[config.mk]
export PLATFORM = sky130hd
export DESIGN_NAME = positron_layer_serializer
export DESIGN_NICKNAME = d
export VERILOG_FILES = /design/src/rtl/positron_sched_pkg.sv /design/src/rtl/posit_argmax_tracker.sv /design/src/rtl/positron_layer_serializer.sv
export SDC_FILE = /design/constraint.sdc
export NUM_CORES = 1
export LEC_CHECK = 0
export CAP_MARGIN = 20
export CORE_UTILIZATION = 47
export CTS_CLUSTER_SIZE = 12
export DETAILED_ROUTE_END_ITERATION = 12
export GPL_TIMING_DRIVEN = 0
export PLACE_DENSITY = 0.92
export SLEW_MARGIN = 10
export SYNTH_ARGS = -nofsm -noshare
export SYNTH_HDL_FRONTEND = slang
export SYNTH_SLANG_ARGS = --single-unit
[constraint.sdc]
create_clock -name clk -period 3 [get_ports clk]
set_input_delay 0.6 -clock clk [delete_from_list [all_inputs] [get_ports clk]]
set_output_delay 0.6 -clock clk [all_outputs]
set_load 0.1 [all_outputs]
[src/rtl/positron_sched_pkg.sv]
// Shared types and posit helpers for the inter-layer positron scheduler.
// Signed-integer ordering of posit words; NaR is the most negative code.
package positron_sched_pkg;

  typedef enum logic {
    COLLECT = 1'b0,
    DRAIN   = 1'b1
  } serializer_state_t;

  function automatic logic posit_gt(
    input logic signed [63:0] a,
    input logic signed [63:0] b
  );
    return a > b;
  endfunction

  function automatic logic [63:0] posit_nar(input int width);
    return 64'd1 << (width - 1);
  endfunction

endpackage

[src/rtl/posit_argmax_tracker.sv]
// Running argmax over one streamed frame of posit words.
// Built only when LAYER_SERIALIZER_ARGMAX_EN is defined.
`ifdef LAYER_SERIALIZER_ARGMAX_EN
module posit_argmax_tracker
  import positron_sched_pkg::*;
#(
  parameter int POSIT_WIDTH = 16,
  parameter int IDX_W       = 4
) (
  input  logic                   clk,
  input  logic                   rst,
  input  logic                   valid,
  input  logic                   sow,
  input  logic                   eow,
  input  logic [POSIT_WIDTH-1:0] posit,
  input  logic [IDX_W-1:0]       idx,
  output logic [IDX_W-1:0]       argmax_o,
  output logic                   argmax_valid_o
);

  localparam logic [POSIT_WIDTH-1:0] NAR =
    POSIT_WIDTH'(posit_nar(POSIT_WIDTH));

  logic [POSIT_WIDTH-1:0] max_q;
  logic [IDX_W-1:0]       max_idx_q;
  logic signed [63:0]     cur_s;
  logic signed [63:0]     max_s;
  logic                   win;
  logic [IDX_W-1:0]       win_idx;

  assign cur_s = 64'($signed(posit));
  assign max_s = 64'($signed(max_q));

  // Strict compare keeps the lower index on ties
  always_comb begin
    win     = sow | ((posit != NAR) & posit_gt(cur_s, max_s));
    win_idx = win ? idx : max_idx_q;
  end

  always_ff @(posedge clk) begin
    if (rst) begin
      max_q          <= '0;
      max_idx_q      <= '0;
      argmax_o       <= '0;
      argmax_valid_o <= 1'b0;
    end else begin
      argmax_valid_o <= valid & eow;
      if (valid && win) begin
        max_q     <= posit;
        max_idx_q <= idx;
      end
      if (valid && eow) argmax_o <= win_idx;
    end
  end

endmodule
`endif

[src/rtl/positron_layer_serializer.sv]
// Collects one result per positron, then streams them as one framed window.
// Optional argmax tracking under LAYER_SERIALIZER_ARGMAX_EN.
module positron_layer_serializer
  import positron_sched_pkg::*;
#(
  parameter int POSIT_WIDTH  = 16,
  parameter int NB_POSITRONS = 16
) (
  input  logic                                clk,
  input  logic                                rst,
  input  logic [NB_POSITRONS-1:0]             rts_i,
  input  logic [NB_POSITRONS-1:0]             eow_i,
  input  logic [NB_POSITRONS*POSIT_WIDTH-1:0] posit_i,
  output logic [NB_POSITRONS-1:0]             rtr_o,
  input  logic                                rtr_i,
  output logic                                rts_o,
  output logic                                sow_o,
  output logic                                eow_o,
  output logic [POSIT_WIDTH-1:0]              posit_o,
  output logic [$clog2(NB_POSITRONS)-1:0]     argmax_o,
  output logic                                argmax_valid_o
);

  localparam int IW = $clog2(NB_POSITRONS);
  localparam logic [IW-1:0] LAST = IW'(NB_POSITRONS - 1);

  serializer_state_t       state_q, state_d;
  logic [NB_POSITRONS-1:0] got_q, got_d;
  logic [NB_POSITRONS-1:0] cap;
  logic [IW-1:0]           rd_idx_q, rd_idx_d;
  logic [POSIT_WIDTH-1:0]  buf_q [NB_POSITRONS];
  logic                    hs;

  assign cap = rts_i & eow_i & rtr_o;
  assign hs  = rts_o & rtr_i;

  always_ff @(posedge clk) begin
    if (rst) begin
      state_q  <= COLLECT;
      got_q    <= '0;
      rd_idx_q <= '0;
    end else begin
      state_q  <= state_d;
      got_q    <= got_d;
      rd_idx_q <= rd_idx_d;
    end
  end

  // Result storage needs no reset; got_q qualifies its contents
  always_ff @(posedge clk) begin
    for (int k = 0; k < NB_POSITRONS; k++) begin
      if (cap[k]) buf_q[k] <= posit_i[k*POSIT_WIDTH +: POSIT_WIDTH];
    end
  end

  always_comb begin
    state_d  = state_q;
    got_d    = got_q | cap;
    rd_idx_d = rd_idx_q;
    unique case (state_q)
      COLLECT: begin
        if (&got_d) state_d = DRAIN;
      end
      DRAIN: begin
        if (hs) begin
          if (rd_idx_q == LAST) begin
            rd_idx_d = '0;
            got_d    = '0;
            state_d  = COLLECT;
          end else begin
            rd_idx_d = rd_idx_q + IW'(1);
          end
        end
      end
      default: state_d = COLLECT;
    endcase
  end

  always_comb begin
    rtr_o   = '0;
    rts_o   = 1'b0;
    sow_o   = 1'b0;
    eow_o   = 1'b0;
    posit_o = '0;
    if (state_q == COLLECT) begin
      rtr_o = ~got_q;
    end else begin
      rts_o   = 1'b1;
      sow_o   = (rd_idx_q == '0);
      eow_o   = (rd_idx_q == LAST);
      posit_o = buf_q[rd_idx_q];
    end
  end

`ifdef LAYER_SERIALIZER_ARGMAX_EN
  posit_argmax_tracker #(
    .POSIT_WIDTH(POSIT_WIDTH),
    .IDX_W      (IW)
  ) u_argmax (
    .clk           (clk),
    .rst           (rst),
    .valid         (hs),
    .sow           (sow_o),
    .eow           (eow_o),
    .posit         (posit_o),
    .idx           (rd_idx_q),
    .argmax_o      (argmax_o),
    .argmax_valid_o(argmax_valid_o)
  );
`else
  assign argmax_o       = '0;
  assign argmax_valid_o = 1'b0;
`endif

endmodule
* Word-level counts from Yosys, hierarchy flattened
Memories as Yosys holds them, arrays and structs flattened. A register that Yosys moved wholly into a read port is not among the register bits. Index checks and enable logic that the tools add are counted.
Storage, ports and cells: bits in writable memories 256, logic and storage cells 62, memories 1, output and inout port bits 40, flip-flop bits (word level) 21
Memories:
- buf_q | depth 16, width 16, read ports 1, clocked after Yosys merged registers in 1, wr ports 16, RTL line positron_layer_serializer.sv:31 | logic [POSIT_WIDTH-1:0] buf_q [NB_POSITRONS];
Operators by class: reductions and logical operators 3, equality and inequality tests 1, bitwise logic cells 6, add/subtract/negate cells 1, multiplexer cells 47
Operator list (number):
- 16-bit two-way mux | 5
- 1-bit two-way mux | 38
- 16-bit bitwise AND | 2
- 16-bit NOT | 1
- 16-bit bitwise OR | 1
- 16-bit AND reduction | 1
- 4-bit two-way mux | 3
- 4-bit by 1-bit adder with 4-bit output, second input constant | 1
- 4-bit == test, second input constant | 1
- 4-bit logical NOT | 1
- 1-bit case mux with 2 select lines | 1
- 2-bit AND reduction | 1
- 1-bit bitwise AND | 1
- 1-bit NOT | 1

* Longest topological paths before layout
Gate-level depths: netlist of run 1.
word-level depth 7, depth in mapped cells 7

* Worst setup path before layout of run 1
No wires, ideal clock.
path type register to output, start point register state_q, end point output sow_o, arrival 3724 ps, buffers on the path 3, slack -1324 ps, cell stages (with the launch flop) 6, path through dfxtp_1 buf_6 buf_2 buf_1 nand2_1 nor3_1
On the way: longest elaborated chain between the ends 1
Ends and longest elaborated chain:
- start: declaration | RTL line positron_layer_serializer.sv:27 | serializer_state_t state_q, state_d;
- start signal: assignment | RTL line positron_layer_serializer.sv:43 | state_q <= state_d;
- 1-bit two-way mux | RTL line positron_layer_serializer.sv:85 | if (state_q == COLLECT) begin
- end: declaration | RTL line positron_layer_serializer.sv:17 | output logic sow_o,
No other way between the ends.

==> results of run 1 <==
state kept, by name (all words and copies together) (netlist names), named ones only:
| register | flops |
|---|---|
| rd_idx_q | 4 |
| buf_q | 256 |
| state_q | 1 |
| got_q | 16 |
per-stage QoR:
step / power (uW) / hold WS (ns) / std cells
5_1_grt: 9030 / 0.518 / 1245
3_3_place_gp: 5400 / 0.476 / 1170
3_5_place_dp: 5450 / 0.487 / 1184
2_1_floorplan: 4900 / 0.463 / 560
4_1_cts: 8820 / 0.501 / 1242
6_report: 8800 / 0.501 / 1245
where the power goes:
part,internal [uW],switching (uW),total [uW]
clock,2000,1410,3420
combinational,449,396,845
sequential,4480,56.9,4530
cells by family (layout without fill, tap and decap cells):
kind of cell / Yosys count / count (layout) / share of synthesized area [%]
and+or+nand+nor: 96 / 96 / 4.24
xor gates and xnor gates: 1 / 1 / 0.0803
muxes: 98 / 98 / 16.1
adders and majority gates: 2 / 2 / 0.229
DFF: 281 / 281 / 75.0
AOI/OAI and AO/OA: 39 / 39 / 2.44
other: 1 / 8 / 0.0344
buffers and inverters: 38 / 435 / 1.83
cell type report:
cell class                 count  share of cell area (%)
inverter                       5                   0.115
timing repair buffer         346                    21.8
multi-input combinational    241                    18.1
tap                          285                    2.19
buffer                        31                    1.92
sequential                   281                    50.3
clock buffer                  48                    5.21
antenna                        3                  0.0461
clock inverter                 5                   0.330
placed cells by master (no fill, tap or decap), types with 3 or more instances in the layout:
cell             synthesis  layout
a21oi_1                  5       5
and3_1                  10      10
and3b_1                  8       8
buf_12                   0      20
buf_2                   10      13
buf_4                    6      17
buf_6                    3      14
clkbuf_1                11      17
clkbuf_16                0      31
clkbuf_2                 0       7
clkbuf_4                 0       5
clkbuf_8                 0       5
clkdlybuf4s50_1          0     291
clkinv_2                 0       3
conb_1                   1       5
dfxtp_1                 25      22
dfxtp_2                  0       3
diode_2                  0       3
edfxtp_1               256     256
inv_1                    5       5
mux2i_1                 34       9
mux2i_2                  0      10
mux2i_4                  0      15
mux4_2                  62      62
nand2_1                 12      11
nand3_1                  3       3
nor2_1                  46      39
nor2_2                   0       7
nor2b_1                  4       4
nor3_2                   0       7
o21bai_1                 4       4
o22ai_1                 20       4
o22ai_2                  0      15
routing by layer:
metal | wire (um) | up-vias | part of all wire (%)
met5 | 0 | - | 0
met4 | 994 | 0 | 3.0
met3 | 2900 | 65 | 8.7
met2 | 17600 | 395 | 53
met1 | 12000 | 3481 | 36
li1 | - | 3022 | -
tightest hold or removal path, delay by kind of cell (launching register included):
kind,cells,cell delay (ns)
simple gates,2,0.14
flops,1,0.32
timing repair:
item / 4_1_cts / 5_1_grt
setup buffers: 5 / 0
endpoints found under the setup margin: 34 / 26
pin swaps: 6 / 4
resized for setup: 262 / 42
gates cloned: 1 / 1
how the worst max path moves through the flow:
stage | slack [ns] | cells after the start | to
2_1_floorplan | -0.21 | 4 | buf_q[0][0]$_DFFE_PP_
3_3_place_gp | -0.94 | 5 | buf_q[5][7]$_DFFE_PP_
3_5_place_dp | -0.72 | 6 | posit_o[0]
4_1_cts | -0.01 | 7 | posit_o[8]
5_1_grt | -0.06 | 7 | posit_o[11]
6_report | -0.008 | 7 | posit_o[8]
==> out/results.tsv, run 1 <==
stage	metric	value	unit
synthesis	syn_area_per_cell	19.6	um^2
min_path	hold worst-path end	got_q[13]$_SDFF_PP0_	
layout	Finished Core Util	71.7	%
drt	ANT nets after route	0	
layout	Finished Cell Area	0.0163	mm^2
placement	GPL Wtd Cong	0.823	
global_routing	Overall Global Routing Usage	28.4	%
min_path	Min-Delay Path Class	reg2reg	
die	I/O Pins	331	
global_routing	vias in the first global route	7615	
worst_setup_path	cell mode on critical path	buf_12	
synthesis	asr flop ratio synth	0	%
clock_tree	clk sinks	281	
worst_setup_path	Worst EP arrival	2.41	ns
worst_setup_path	FF-to-FF End	buf_q[12][6]$_DFFE_PP_	
flow_run	max_cap viols	0	
status	status	complete, but fails checks	
global_routing	grt met3 use	6.86	%
synthesis	Netlist cell types	37	
power_and_ir_drop	P per Cell Area	540	mW/mm^2
drt	via count	6963	
global_routing	total grt overflow	0	
global_routing	grt met1 use	32.9	%
synthesis	Syn Inst Count	556	
synthesis	area leader, netlist	edfxtp_1	
min_path	worst hold path depth	2	
layout	FF/Latch Area	0.00819	mm^2
drt	drt wl/cell	26.9	um
drt	vias per cell	5.59	
timing	final setup fails	1	
worst_setup_path	kind of critical path	reg2out	
worst_setup_path	slowest stage delay, CP	0.56	ns
die	Starting Density	48.1	%
power_and_ir_drop	worst vdd ir	0.360	mV
synthesis	YS warnings	0	
power_and_ir_drop	P_leak	0.00547	uW
status	failing checks	setup timing	
clock_tree	CTS H-Tree Depth	1	
worst_setup_path	top fanout value on the critical path	5	
worst_setup_path	r2r setup slk	0.72	ns
timing	Least-Margin Pin Slew	1.04	ns
synthesis	Area contributors post-synth	edfxtp_1, mux4_2, dfxtp_1	
clock_tree	Inserted Clock Buffers	29	
worst_setup_path	Buf/Inv on CP	4	
drt	drt first-iter violations	485	
synthesis	cell with the most instances after synthesis	edfxtp_1	
synthesis	Top FF cell, synth	edfxtp_1	
layout	layout cell share with drive strength beyond 1	25.9	%
die	Cell Rows	55	
worst_setup_path	Critical R2R Launch	state_q$_SDFF_PP0_	
synthesis	synth cell count leaders	edfxtp_1, mux4_2, nor2_1	
timing	Final Worst Setup Slack	-0.00769	ns
layout	Area Overhead vs Synth	49.3	%
die	Core Footprint	0.0227	mm^2
placement	port bufs	325	
drt	final wirelength	33500	um
die	die height	154	um
synthesis	register area share after synthesis	75.0	%
worst_setup_path	CP Data Required Time	2.40	ns
global_routing	global-route met2 utilization	52.1	%
timing	Fin. Hold Viols	0	
global_routing	GRT busiest layer	met2	
min_path	HP Start	got_q[13]$_SDFF_PP0_	
worst_setup_path	CP Cell Sequence	buf_8 > buf_12 > buf_16 > mux4_2 > mux2i_2 > o22ai_2 > buf_12	
global_routing	initial antenna violation count	3	
clock_tree	CTS Buffer Depth	3	
clock_tree	Clock transition at path regs	0.06	ns
clock_tree	clock insertion delay at the later pin of the skew report	0.55	ns
synthesis	number of flops mapped to enable cells by yosys	256	
worst_setup_path	Slowest-stage cell, CP	mux4_2	
die	Die Area	0.0238	mm^2
global_routing	first-pass GRT wire length	48100	um
timing	setup tns final	-0.00769	ns
timing	RSZ-0062 raised after global routing	yes	
timing	Max Slew Vio Count	0	
worst_setup_path	Worst setup SP type	register	
timing	Final min period	3.01	ns
timing	Max Fclk	332	MHz
synthesis	post-synthesis cell area	0.0109	mm^2
layout	area of the multi-input gates	0.00295	mm^2
clock_tree	hold_buf cts	0	
global_routing	largest net degree at the start of global routing	18	
die	Die W	154	um
worst_setup_path	CP endpoint kind	output pin	
placement	DP Worst Slack	-0.720	ns
worst_setup_path	top cell family by delay on the critical path	multiplexers	
clock_tree	CTS root buffer	clkbuf_16	
worst_setup_path	Worst Reg-to-Reg Cells	5	
layout	Total Nets Final	1228	
clock_tree	CTS tree	done	
drt	DRC	0	
synthesis	Yosys top cell area share	70.4	%
timing	clock skew	0.0289	ns
placement	placed instance area	0.0148	mm^2
placement	post-DP HPWL	24900	um
synthesis	Synth Register Bits	281	
timing	Slew headroom	30.8	%
layout	fill cell count	1385	
timing	fin crit share	100	%
drt	TritonRoute pass-1 iters	4	
Power figures use the tool's default switching activity.
==> inputs of run 2 (changes only) <==
SETUP_SLACK_MARGIN = 0.5   (was not set)
==> run 2 against run 1 <==
  * The run now ends clean
  * Design area up 1.5%
  * Clock power down 6%
  * First-iteration DRC count rose by 12%
  * Largest power group unchanged
  * Global-route usage rose by 0.51 points
==> out/results.tsv, run 2 (same netlist as run 1, synthesis figures left out) <==
stage	metric	value	unit
drt	via count	6977	
layout	FF/Latch Area	0.00819	mm^2
min_path	worst hold path depth	2	
power_and_ir_drop	worst vdd ir	0.430	mV
power_and_ir_drop	P per Cell Area	523	mW/mm^2
drt	DRC	0	
timing	final setup fails	0	
worst_setup_path	CP Cell Sequence	buf_8 > buf_12 > buf_4 > buf_4 > mux4_2 > mux2i_4 > o22ai_4 > buf_6	
flow_run	max_cap viols	0	
layout	Largest regs	buf_q x256, got_q x16, rd_idx_q x4	
die	Starting Density	48.1	%
timing	Least-Margin Pin Slew	1.11	ns
worst_setup_path	Worst Reg-to-Reg Cells	6	
global_routing	Overall Global Routing Usage	28.9	%
layout	layout cell share with drive strength beyond 1	27.5	%
global_routing	largest net degree at the start of global routing	18	
global_routing	vias in the first global route	7640	
timing	clock skew	0.0143	ns
worst_setup_path	CP endpoint kind	output pin	
drt	vias per cell	5.63	
timing	Slew headroom	26.0	%
die	Die W	154	um
worst_setup_path	Worst setup SP type	register	
global_routing	total grt overflow	0	
die	die height	154	um
clock_tree	Clock transition at path regs	0.07	ns
placement	GPL Wtd Cong	0.853	
worst_setup_path	r2r setup slk	0.66	ns
clock_tree	clock insertion delay at the later pin of the skew report	0.54	ns
layout	fill cell count	1352	
die	Core Footprint	0.0227	mm^2
worst_setup_path	Worst EP arrival	2.38	ns
global_routing	initial antenna violation count	3	
timing	Max Fclk	335	MHz
layout	most frequent cells in the layout	clkdlybuf4s50_1, edfxtp_1, mux4_2, buf_4	
clock_tree	Inserted Clock Buffers	29	
clock_tree	clk sinks	281	
min_path	hold worst-path end	got_q[14]$_SDFF_PP0_	
placement	port bufs	325	
power_and_ir_drop	P_leak	0.00549	uW
layout	commonest non-fill, non-tap cell in the layout	clkdlybuf4s50_1	
clock_tree	CTS Buffer Depth	3	
worst_setup_path	CP Data Required Time	2.40	ns
worst_setup_path	Critical R2R Launch	state_q$_SDFF_PP0_	
layout	Top reg by flops	buf_q	
status	status	complete, no violations	
timing	Final min period	2.98	ns
drt	drt wl/cell	27.4	um
clock_tree	CTS tree	done	
layout	Area Overhead vs Synth	51.5	%
placement	post-DP HPWL	24900	um
timing	Max Slew Vio Count	0	
worst_setup_path	Slowest-stage cell, CP	mux4_2	
worst_setup_path	cell mode on critical path	buf_4	
timing	fin crit share	99.4	%
worst_setup_path	kind of critical path	reg2out	
die	Cell Rows	55	
timing	RSZ-0062 raised after global routing	yes	
layout	Total Nets Final	1226	
timing	Fin. Hold Viols	0	
layout	area of the multi-input gates	0.00323	mm^2
drt	ANT nets after route	0	
min_path	HP Start	got_q[14]$_SDFF_PP0_	
clock_tree	CTS root buffer	clkbuf_16	
drt	drt first-iter violations	543	
timing	setup tns final	0	ns
worst_setup_path	slowest stage delay, CP	0.51	ns
drt	TritonRoute pass-1 iters	5	
layout	max reg flops	256	
global_routing	first-pass GRT wire length	48500	um
min_path	Min-Delay Path Class	reg2reg	
timing	Fin Hold WS	0.531	ns
worst_setup_path	FF-to-FF End	buf_q[5][12]$_DFFE_PP_	
drt	final wirelength	33900	um
worst_setup_path	top fanout value on the critical path	6	
die	Die Area	0.0238	mm^2
clock_tree	CTS H-Tree Depth	1	
die	I/O Pins	331	
-- run 2: critical path, delay by kind of cell, from the launching register on --
family          cells  cell delay [ns]
compound gates      1             0.09
buf+inv             5             0.70
flops               1             0.33
mux                 2             0.72
-- run 2: area by class of cell --
type | instances | area share [%]
sequential | 281 | 49.5
timing repair buffer | 342 | 21.6
multi-input combinational | 241 | 19.5
clock buffer | 43 | 4.77
tap | 285 | 2.16
buffer | 33 | 2.08
clock inverter | 7 | 0.204
inverter | 5 | 0.113
antenna | 2 | 0.0303
-- run 2: per-layer routing --
layer	vias to the layer above	GRT usage [%]	wire length [um]
li1	3010	-	-
met3	79	7.90	2970
met4	2	11.1	1340
met1	3513	31.9	11700
met2	373	53.1	17900
met5	-	0	13
-- run 2: repair_timing --
item,in CTS,in global routing
endpoints found under the setup margin,69,25
hold buffers,0,0
cloned,2,0
pin swaps,3,2
resized for setup,357,19
setup buffers,2,3
-- run 2: power breakdown --
group	leakage, uW	switching [uW]	internal [uW]
logic	0.00250	407	470
registers	0.00259	61.7	4480
clock network	0.000405	1430	1800
total	0.00549	1900	6740
-- run 2: through the flow --
step	total power [uW]	instances	util [%]	setup slack (ns)	area, um^2
final	8640	1239	72.8	0.0190	16500
after detailed placement	5450	1180	66.0	-1.05	15000
after CTS	8660	1234	72.5	-0.0512	16500
after global routing	8850	1239	72.8	-0.0337	16500
after floorplan	4910	560	-	0.131	11300
after global placement	5410	1170	65.5	-1.05	14900
-- run 2: worst max-delay path by stage --
stage,from,to,slack (ns),cells after the start
6_report,register,posit_o[1],0.02,8
5_1_grt,register,posit_o[5],-0.03,7
4_1_cts,register,posit_o[15],-0.05,6
3_5_place_dp,register,posit_o[15],-1.05,6
3_3_place_gp,state_q$_SDFF_PP0_,buf_q[4][13]$_DFFE_PP_,-1.05,5
2_1_floorplan,state_q$_SDFF_PP0_,buf_q[6][0]$_DFFE_PP_,0.13,5
